**src/rtl/cache_pkg.sv**
```systemverilog
// Shared state encoding and default sizing for the 2-way
// set-associative write-back cache controller.
package cache_pkg;

    localparam int ADDR_W_DEF  = 32;
    localparam int DATA_W_DEF  = 32;
    localparam int INDEX_W_DEF = 4;
    localparam int CNT_W_DEF   = 16;

    typedef enum logic [1:0] {
        ST_IDLE,
        ST_WRITEBACK,
        ST_REFILL,
        ST_RESPOND
    } state_e;

endpackage

```
**src/rtl/cache_way_array.sv**
```systemverilog
// One cache way: per-set valid, dirty, tag and data storage with an
// asynchronous read port and a single synchronous write port.
module cache_way_array
    import cache_pkg::*;
#(
    parameter int TAG_W   = ADDR_W_DEF - INDEX_W_DEF - 2,
    parameter int DATA_W  = DATA_W_DEF,
    parameter int INDEX_W = INDEX_W_DEF
) (
    input  logic               clk,
    input  logic               rst,
    input  logic [INDEX_W-1:0] rd_idx,
    output logic               rd_valid,
    output logic               rd_dirty,
    output logic [TAG_W-1:0]   rd_tag,
    output logic [DATA_W-1:0]  rd_data,
    input  logic               we,
    input  logic [INDEX_W-1:0] wr_idx,
    input  logic               wr_dirty,
    input  logic [TAG_W-1:0]   wr_tag,
    input  logic [DATA_W-1:0]  wr_data
);

    localparam int SETS = 2 ** INDEX_W;

    logic [SETS-1:0]   valid_q, valid_d;
    logic [SETS-1:0]   dirty_q, dirty_d;
    logic [TAG_W-1:0]  tag_q  [SETS];
    logic [TAG_W-1:0]  tag_d  [SETS];
    logic [DATA_W-1:0] data_q [SETS];
    logic [DATA_W-1:0] data_d [SETS];

    assign rd_valid = valid_q[rd_idx];
    assign rd_dirty = dirty_q[rd_idx];
    assign rd_tag   = tag_q[rd_idx];
    assign rd_data  = data_q[rd_idx];

    always_comb begin
        valid_d = valid_q;
        dirty_d = dirty_q;
        tag_d   = tag_q;
        data_d  = data_q;
        if (we) begin
            valid_d[wr_idx] = 1'b1;
            dirty_d[wr_idx] = wr_dirty;
            tag_d[wr_idx]   = wr_tag;
            data_d[wr_idx]  = wr_data;
        end
    end

    always_ff @(posedge clk) begin
        if (rst) begin
            valid_q <= '0;
            dirty_q <= '0;
        end else begin
            valid_q <= valid_d;
            dirty_q <= dirty_d;
        end
    end

    // Tag/data need no reset: valid gates every use of them.
    always_ff @(posedge clk) begin
        tag_q  <= tag_d;
        data_q <= data_d;
    end

endmodule

```
**src/rtl/assoc_cache_control.sv**
```systemverilog
// 2-way set-associative, write-back, write-allocate cache controller
// with per-set LRU and saturating hit/miss statistics.
module assoc_cache_control
    import cache_pkg::*;
#(
    parameter int ADDR_W  = ADDR_W_DEF,
    parameter int DATA_W  = DATA_W_DEF,
    parameter int INDEX_W = INDEX_W_DEF,
    parameter int CNT_W   = CNT_W_DEF
) (
    input  logic              clk,
    input  logic              rst,
    input  logic              rEn,
    input  logic              wEn,
    input  logic [ADDR_W-1:0] address,
    input  logic [DATA_W-1:0] wdata,
    output logic [DATA_W-1:0] rdata,
    output logic              cpu_ready,
    output logic              busy,
    output logic              mem_req,
    output logic              mem_we,
    output logic [ADDR_W-1:0] mem_addr,
    output logic [DATA_W-1:0] mem_wdata,
    input  logic [DATA_W-1:0] mem_rdata,
    input  logic              mem_ready,
    output logic [CNT_W-1:0]  hit_cnt,
    output logic [CNT_W-1:0]  miss_cnt
);

    localparam int TAG_W = ADDR_W - INDEX_W - 2;
    localparam int SETS  = 2 ** INDEX_W;

    state_e            state_q, state_d;
    logic [ADDR_W-1:0] addr_q, addr_d;
    logic [DATA_W-1:0] wdata_q, wdata_d;
    logic              wr_op_q, wr_op_d;
    logic              way_q, way_d;
    logic [SETS-1:0]   lru_q, lru_d;
    logic [CNT_W-1:0]  hit_cnt_q, hit_cnt_d;
    logic [CNT_W-1:0]  miss_cnt_q, miss_cnt_d;
    logic [DATA_W-1:0] rdata_q, rdata_d;
    logic              cpu_ready_q, cpu_ready_d;
    logic              mem_req_q, mem_req_d;
    logic              mem_we_q, mem_we_d;
    logic [ADDR_W-1:0] mem_addr_q, mem_addr_d;
    logic [DATA_W-1:0] mem_wdata_q, mem_wdata_d;

    logic [ADDR_W-1:0]  line_addr;
    logic [INDEX_W-1:0] req_idx, lat_idx;
    logic [TAG_W-1:0]   req_tag, lat_tag;

    logic [1:0]         rd_valid, rd_dirty, way_hit, way_we;
    logic [TAG_W-1:0]   rd_tag  [2];
    logic [DATA_W-1:0]  rd_data [2];
    logic [INDEX_W-1:0] wr_idx;
    logic               wr_dirty;
    logic [TAG_W-1:0]   wr_tag;
    logic [DATA_W-1:0]  wr_data;
    logic               hit, hit_way, victim;

    function automatic logic [CNT_W-1:0] sat_inc(input logic [CNT_W-1:0] v);
        return (&v) ? v : v + 1'b1;
    endfunction

    assign line_addr = address & ~ADDR_W'(3);
    assign req_idx   = line_addr[INDEX_W+1:2];
    assign req_tag   = line_addr[ADDR_W-1:INDEX_W+2];
    assign lat_idx   = addr_q[INDEX_W+1:2];
    assign lat_tag   = addr_q[ADDR_W-1:INDEX_W+2];

    for (genvar w = 0; w < 2; w++) begin : g_way
        cache_way_array #(
            .TAG_W  (TAG_W),
            .DATA_W (DATA_W),
            .INDEX_W(INDEX_W)
        ) u_way (
            .clk     (clk),
            .rst     (rst),
            .rd_idx  (req_idx),
            .rd_valid(rd_valid[w]),
            .rd_dirty(rd_dirty[w]),
            .rd_tag  (rd_tag[w]),
            .rd_data (rd_data[w]),
            .we      (way_we[w]),
            .wr_idx  (wr_idx),
            .wr_dirty(wr_dirty),
            .wr_tag  (wr_tag),
            .wr_data (wr_data)
        );
        assign way_hit[w] = rd_valid[w] && (rd_tag[w] == req_tag);
    end

    assign hit     = |way_hit;
    assign hit_way = way_hit[1];
    assign victim  = !rd_valid[0] ? 1'b0 :
                     !rd_valid[1] ? 1'b1 : lru_q[req_idx];

    always_comb begin
        state_d     = state_q;
        addr_d      = addr_q;
        wdata_d     = wdata_q;
        wr_op_d     = wr_op_q;
        way_d       = way_q;
        lru_d       = lru_q;
        hit_cnt_d   = hit_cnt_q;
        miss_cnt_d  = miss_cnt_q;
        rdata_d     = rdata_q;
        cpu_ready_d = 1'b0;
        mem_req_d   = mem_req_q;
        mem_we_d    = mem_we_q;
        mem_addr_d  = mem_addr_q;
        mem_wdata_d = mem_wdata_q;
        way_we      = 2'b00;
        wr_idx      = req_idx;
        wr_dirty    = 1'b0;
        wr_tag      = req_tag;
        wr_data     = wdata;

        unique case (state_q)
            ST_IDLE: begin
                if (!cpu_ready_q && (rEn || wEn)) begin
                    if (hit) begin
                        cpu_ready_d    = 1'b1;
                        hit_cnt_d      = sat_inc(hit_cnt_q);
                        lru_d[req_idx] = ~hit_way;
                        if (wEn) begin
                            way_we[hit_way] = 1'b1;
                            wr_dirty        = 1'b1;
                        end else begin
                            rdata_d = rd_data[hit_way];
                        end
                    end else begin
                        miss_cnt_d = sat_inc(miss_cnt_q);
                        addr_d     = line_addr;
                        wdata_d    = wdata;
                        wr_op_d    = wEn;
                        way_d      = victim;
                        mem_req_d  = 1'b1;
                        if (rd_valid[victim] && rd_dirty[victim]) begin
                            state_d     = ST_WRITEBACK;
                            mem_we_d    = 1'b1;
                            mem_addr_d  = {rd_tag[victim], req_idx, 2'b00};
                            mem_wdata_d = rd_data[victim];
                        end else begin
                            state_d    = ST_REFILL;
                            mem_we_d   = 1'b0;
                            mem_addr_d = line_addr;
                        end
                    end
                end
            end
            ST_WRITEBACK: begin
                // Drop the strobe for a cycle before the refill request.
                if (mem_req_q && mem_ready) begin
                    state_d    = ST_REFILL;
                    mem_req_d  = 1'b0;
                    mem_we_d   = 1'b0;
                    mem_addr_d = addr_q;
                end else begin
                    mem_req_d = 1'b1;
                end
            end
            ST_REFILL: begin
                if (mem_req_q && mem_ready) begin
                    state_d        = ST_RESPOND;
                    mem_req_d      = 1'b0;
                    cpu_ready_d    = 1'b1;
                    way_we[way_q]  = 1'b1;
                    wr_idx         = lat_idx;
                    wr_tag         = lat_tag;
                    wr_dirty       = wr_op_q;
                    wr_data        = wr_op_q ? wdata_q : mem_rdata;
                    lru_d[lat_idx] = ~way_q;
                    if (!wr_op_q) begin
                        rdata_d = mem_rdata;
                    end
                end else begin
                    mem_req_d = 1'b1;
                end
            end
            ST_RESPOND: begin
                state_d = ST_IDLE;
            end
            default: begin
                state_d = ST_IDLE;
            end
        endcase

        if (rst) begin
            way_we = 2'b00;
        end
    end

    always_ff @(posedge clk) begin
        if (rst) begin
            state_q     <= ST_IDLE;
            addr_q      <= '0;
            wdata_q     <= '0;
            wr_op_q     <= 1'b0;
            way_q       <= 1'b0;
            lru_q       <= '0;
            hit_cnt_q   <= '0;
            miss_cnt_q  <= '0;
            rdata_q     <= '0;
            cpu_ready_q <= 1'b0;
            mem_req_q   <= 1'b0;
            mem_we_q    <= 1'b0;
            mem_addr_q  <= '0;
            mem_wdata_q <= '0;
        end else begin
            state_q     <= state_d;
            addr_q      <= addr_d;
            wdata_q     <= wdata_d;
            wr_op_q     <= wr_op_d;
            way_q       <= way_d;
            lru_q       <= lru_d;
            hit_cnt_q   <= hit_cnt_d;
            miss_cnt_q  <= miss_cnt_d;
            rdata_q     <= rdata_d;
            cpu_ready_q <= cpu_ready_d;
            mem_req_q   <= mem_req_d;
            mem_we_q    <= mem_we_d;
            mem_addr_q  <= mem_addr_d;
            mem_wdata_q <= mem_wdata_d;
        end
    end

    assign rdata     = rdata_q;
    assign cpu_ready = cpu_ready_q;
    assign busy      = (state_q != ST_IDLE) || cpu_ready_q;
    assign mem_req   = mem_req_q;
    assign mem_we    = mem_we_q;
    assign mem_addr  = mem_addr_q;
    assign mem_wdata = mem_wdata_q;
    assign hit_cnt   = hit_cnt_q;
    assign miss_cnt  = miss_cnt_q;

endmodule

```
**config.mk**
```make
export PLATFORM = sky130hd
export DESIGN_NAME = assoc_cache_control
export DESIGN_NICKNAME = d
export VERILOG_FILES = /design/src/rtl/cache_pkg.sv /design/src/rtl/cache_way_array.sv /design/src/rtl/assoc_cache_control.sv
export SDC_FILE = /design/constraint.sdc
export NUM_CORES = 2
export LEC_CHECK = 0
export BUFFER_PORTS_ARGS = -buffer_cell sky130_fd_sc_hd__buf_4
export CORE_MARGIN = 4
export CORE_UTILIZATION = 30
export CTS_CLUSTER_DIAMETER = 50
export CTS_CLUSTER_SIZE = 24
export DETAILED_ROUTE_END_ITERATION = 8
export PLACE_DENSITY = 0.54
export SYNTH_ARGS = -nofsm -noshare
export SYNTH_HDL_FRONTEND = slang
export SYNTH_HIERARCHICAL = 1
export SYNTH_SLANG_ARGS = --single-unit
```
**constraint.sdc**
```tcl
create_clock -name clk -period 10.4 [get_ports clk]
set_clock_uncertainty 0.15 [all_clocks]
set_input_delay 0.52 -clock clk [delete_from_list [all_inputs] [get_ports clk]]
set_output_delay 0.52 -clock clk [all_outputs]
set_load 0.005 [all_outputs]
```
==> metrics.md <==
| Metric | Value |
|---|---|
| Starting density of the core | `30.2%` |
| Core ar. | `0.283 mm²` |
| Fillers | `26323` |
| FFs w/ async S/R, synth | `0%` |
| Gpl congestion | `0.816` |
| Worst Path Required | `10.77 ns` |
| Slowest-stage cell, CP | `nor2_4` |
| Initial antenna violation count | `4` |
| Hold Fails Final Rpt | `0` |
| Max Cap Viol | `0` |
| Rows | `195` |
| Most used DFF post-synth | `edfxtp_1` |
| Worst path bufs/invs | `4` |
| Unrepaired setup endpoints after global routing | `false` |
| Die height | `542 µm` |
| Worst-path cell chain | `dlygate4sd3_1, buf_4, nor2_4, buf_4, a22oi_1, nand2_1, xor2_1, nor4_1, and3_1, and2_2, a22oi_1, nor2_1, nand3_1, nor2_4, buf_4` |
| Clk_lat worst skew | `0.87 ns` |
| Rel. slew slack | `10.4%` |
| Reg clk slew, reported paths | `0.09 ns` |
| Most frequent cell after synthesis | `edfxtp_1` |
| Synth top cells by count | `1856 x edfxtp_1, 484 x mux4_2, 275 x dfxtp_1, 253 x nand2_1, 241 x a22oi_1` |
| Post-synth top area cell | `edfxtp_1` |
| Share of cells above drive strength 1 | `24.8%` |
| CTS H-tree depth | `4` |
| Min-delay worst type | `in -> reg` |
| Vias | `48442` |
| Iter 0 DRT Violations | `4669` |
| LEAKAGE | `31.7 nW` |
| Worst path arrival time | `8.01 ns` |
| Crit-path leading delay family | `simple AND/OR/NAND/NOR gates` |
| Fin util | `35.1%` |
| Area share of the largest cell type after synthesis | `65.2%` |
| Synth unique cells | `68` |
| DRC errors left | `0` |
| Layout area overhead | `16.2%` |
| Final net count | `5263` |
| DIE AREA | `0.293 mm²` |
| Startpoint Class | `input port` |
| Register area share after synthesis | `71.7%` |
| Max VDD drop | `0.138 mV` |
| Area contributors post-synth | `edfxtp_1 65%, mux4_2 13%, dfxtp_1 6.4%` |
| Bufs on Longest Clock Path | `4` |
| Num CTS Buffers | `180` |
| GR Overflow Total | `0` |
| Number of global-route vias before repair | `49117` |
| Slew Viols, Final | `0` |
| Reg area | `0.0612 mm²` |
| GRT Total Usage | `16.6%` |
| Least-Margin Pin Slew | `1.34 ns` |
| Peak Freq | `0.131 GHz` |
| Mapped Avg Cell Area | `17.5 µm²` |
| Crit end category | `flip-flop` |
| Initial DRT Pass Iterations | `5` |
| Setup_tns | `0 ns` |
| Clock root cell | `clkbuf_16` |
| Final setup viols | `0` |
| Routed WL | `251000 µm` |
| #FFs+latches synth | `2131` |
| I/O pins | `233` |
| Post-synthesis cell count | `4870` |
| CP Max Fanout | `33` |
| HPWL Detailed | `145000 µm` |
| Pwr Density | `198 mW/mm²` |
| IO Port Bufs | `228` |
| Largest net degree at the start of global routing | `121` |
| Routed WL per cell | `27.7 µm` |
| Crit share post-route | `73.5%` |
| First-pass GRT wire length | `358000 µm` |
| Ys Warns | `6` |
| Post-Syn Area | `0.0854 mm²` |
| Post-DRT Antenna Nets | `0` |
| WS Path Type | `in -> reg` |
| Reg2reg setup slack | `3.49 ns` |
| Run status | `complete, no violations` |
| CTS tree | `built` |
| Vias per cell | `5.35` |
| Die width | `542 µm` |
| Area of the multi-input gates | `0.0227 mm²` |
| Post-synth EDFFs | `1856` |
| Most frequent CP cell | `buf_4` |
| CTS resizes | `0` |
| Max incr delay on CP | `0.97 ns` |
| Clock sinks | `2131` |
| Final min period | `7.64 ns` |
## metal layers
layer,GRT usage (%),wire length [µm],part of all wire (%),vias up
li1,-,-,-,20459
met1,21.2,101000,40,25879
met2,28.8,127000,51,1688
met3,2.09,13300,5.3,416
met4,6.53,10100,4.0,0
met5,0,0,0,-
## path summary, 6_finish.rpt
check                              from                         end  cells after the start
min                       mem_rdata[23]                   rdata[23]                      4
min reg2reg  g_way[0].u_way/valid_q[10]  g_way[0].u_way/valid_q[10]                      2
max reg2reg   g_way[1].u_way/tag_q[355]    g_way[1].u_way/data_q[9]                     12
max                          address[4]    g_way[1].u_way/data_q[9]                     15
## metrics by stage
stage / power (mW) / hold slack, ns / area (µm²) / setup slack, ns / instances
floorplan: 11.4 / 0.281 / 85400 / 2.05 / 4871
global placement: 12.6 / 0.292 / 92100 / 2.43 / 8625
detailed placement: 12.6 / 0.302 / 92100 / 2.33 / 8625
CTS: 19.8 / 0.00387 / 99300 / 2.96 / 9044
global route: 20.3 / 0.0457 / 99300 / 2.66 / 9046
finish: 19.6 / 0.0719 / 99300 / 2.76 / 9048
## tightest hold or removal path: cells and delay by family
family / cells / cell delay [ns]
buf+inv: 2 / 0.19
compound gates: 2 / 0.33
## cells by family (layout without fill, tap and decap cells)
group / count (synthesis) / count (layout) / share of synthesized area, %
adder cells (fa/ha/maj): 5 / 5 / 0.0732
multiplexers: 572 / 572 / 13.8
AO/OA/AOI/OAI: 889 / 889 / 7.09
buffers and inverters: 475 / 905 / 2.44
AND/OR/NAND/NOR: 745 / 745 / 4.36
other: 1 / 6 / 0.00439
flip-flops: 2131 / 2131 / 71.7
XOR/XNOR: 52 / 52 / 0.533
## where the power goes
group / internal, mW / switching (mW) / leakage [nW]
clock network: 3.66 / 3.51 / 3.01
logic: 0.802 / 1.74 / 9.76
registers: 9.71 / 0.192 / 18.9
## registers in the layout, summed over array words and instances, names as in the netlist
signal,count
state_q,2
wdata_q,32
g_way.u_way/data_q,1024
g_way.u_way/dirty_q,32
lru_q,16
hit_cnt,16
mem_req,1
addr_q,30
cpu_ready,1
rdata,32
mem_we,1
wr_op_q,1
way_q,1
g_way.u_way/valid_q,32
miss_cnt,16
mem_wdata,32
mem_addr,30
g_way.u_way/tag_q,832
## cell type report
type	count	area share, %
Clock inverter	135	1.68
Sequential cell	2131	61.7
Antenna cell	4	0.0101
Inverter	100	0.378
Tap cell	3743	4.72
Multi-Input combinational cell	2265	22.8
Clock buffer	191	4.62
Timing Repair Buffer	479	4.09
## placed cells by master (no fill, tap or decap), drive strengths merged, types with 47 or more instances in the layout
cell type / netlist / layout
inv: 98 / 158
mux2i: 74 / 74
clkinv: 2 / 53
clkbuf: 230 / 191
mux4: 484 / 484
a22oi: 242 / 242
a21oi: 176 / 176
dlygate4sd3: 0 / 93
a31oi: 47 / 47
nand3: 114 / 114
dfxtp: 275 / 275
nor2: 93 / 93
buf: 145 / 386
edfxtp: 1856 / 1856
nand2: 254 / 254
or3: 94 / 94
o21ai: 160 / 160
## timing repair
item | 4_1_cts | 5_1_grt
buffers inserted | 0 | 0
endpoints found under the hold margin | 140 | 0
hold buffers | 93 | 0
No activity file was read; power rests on OpenSTA's default activity.
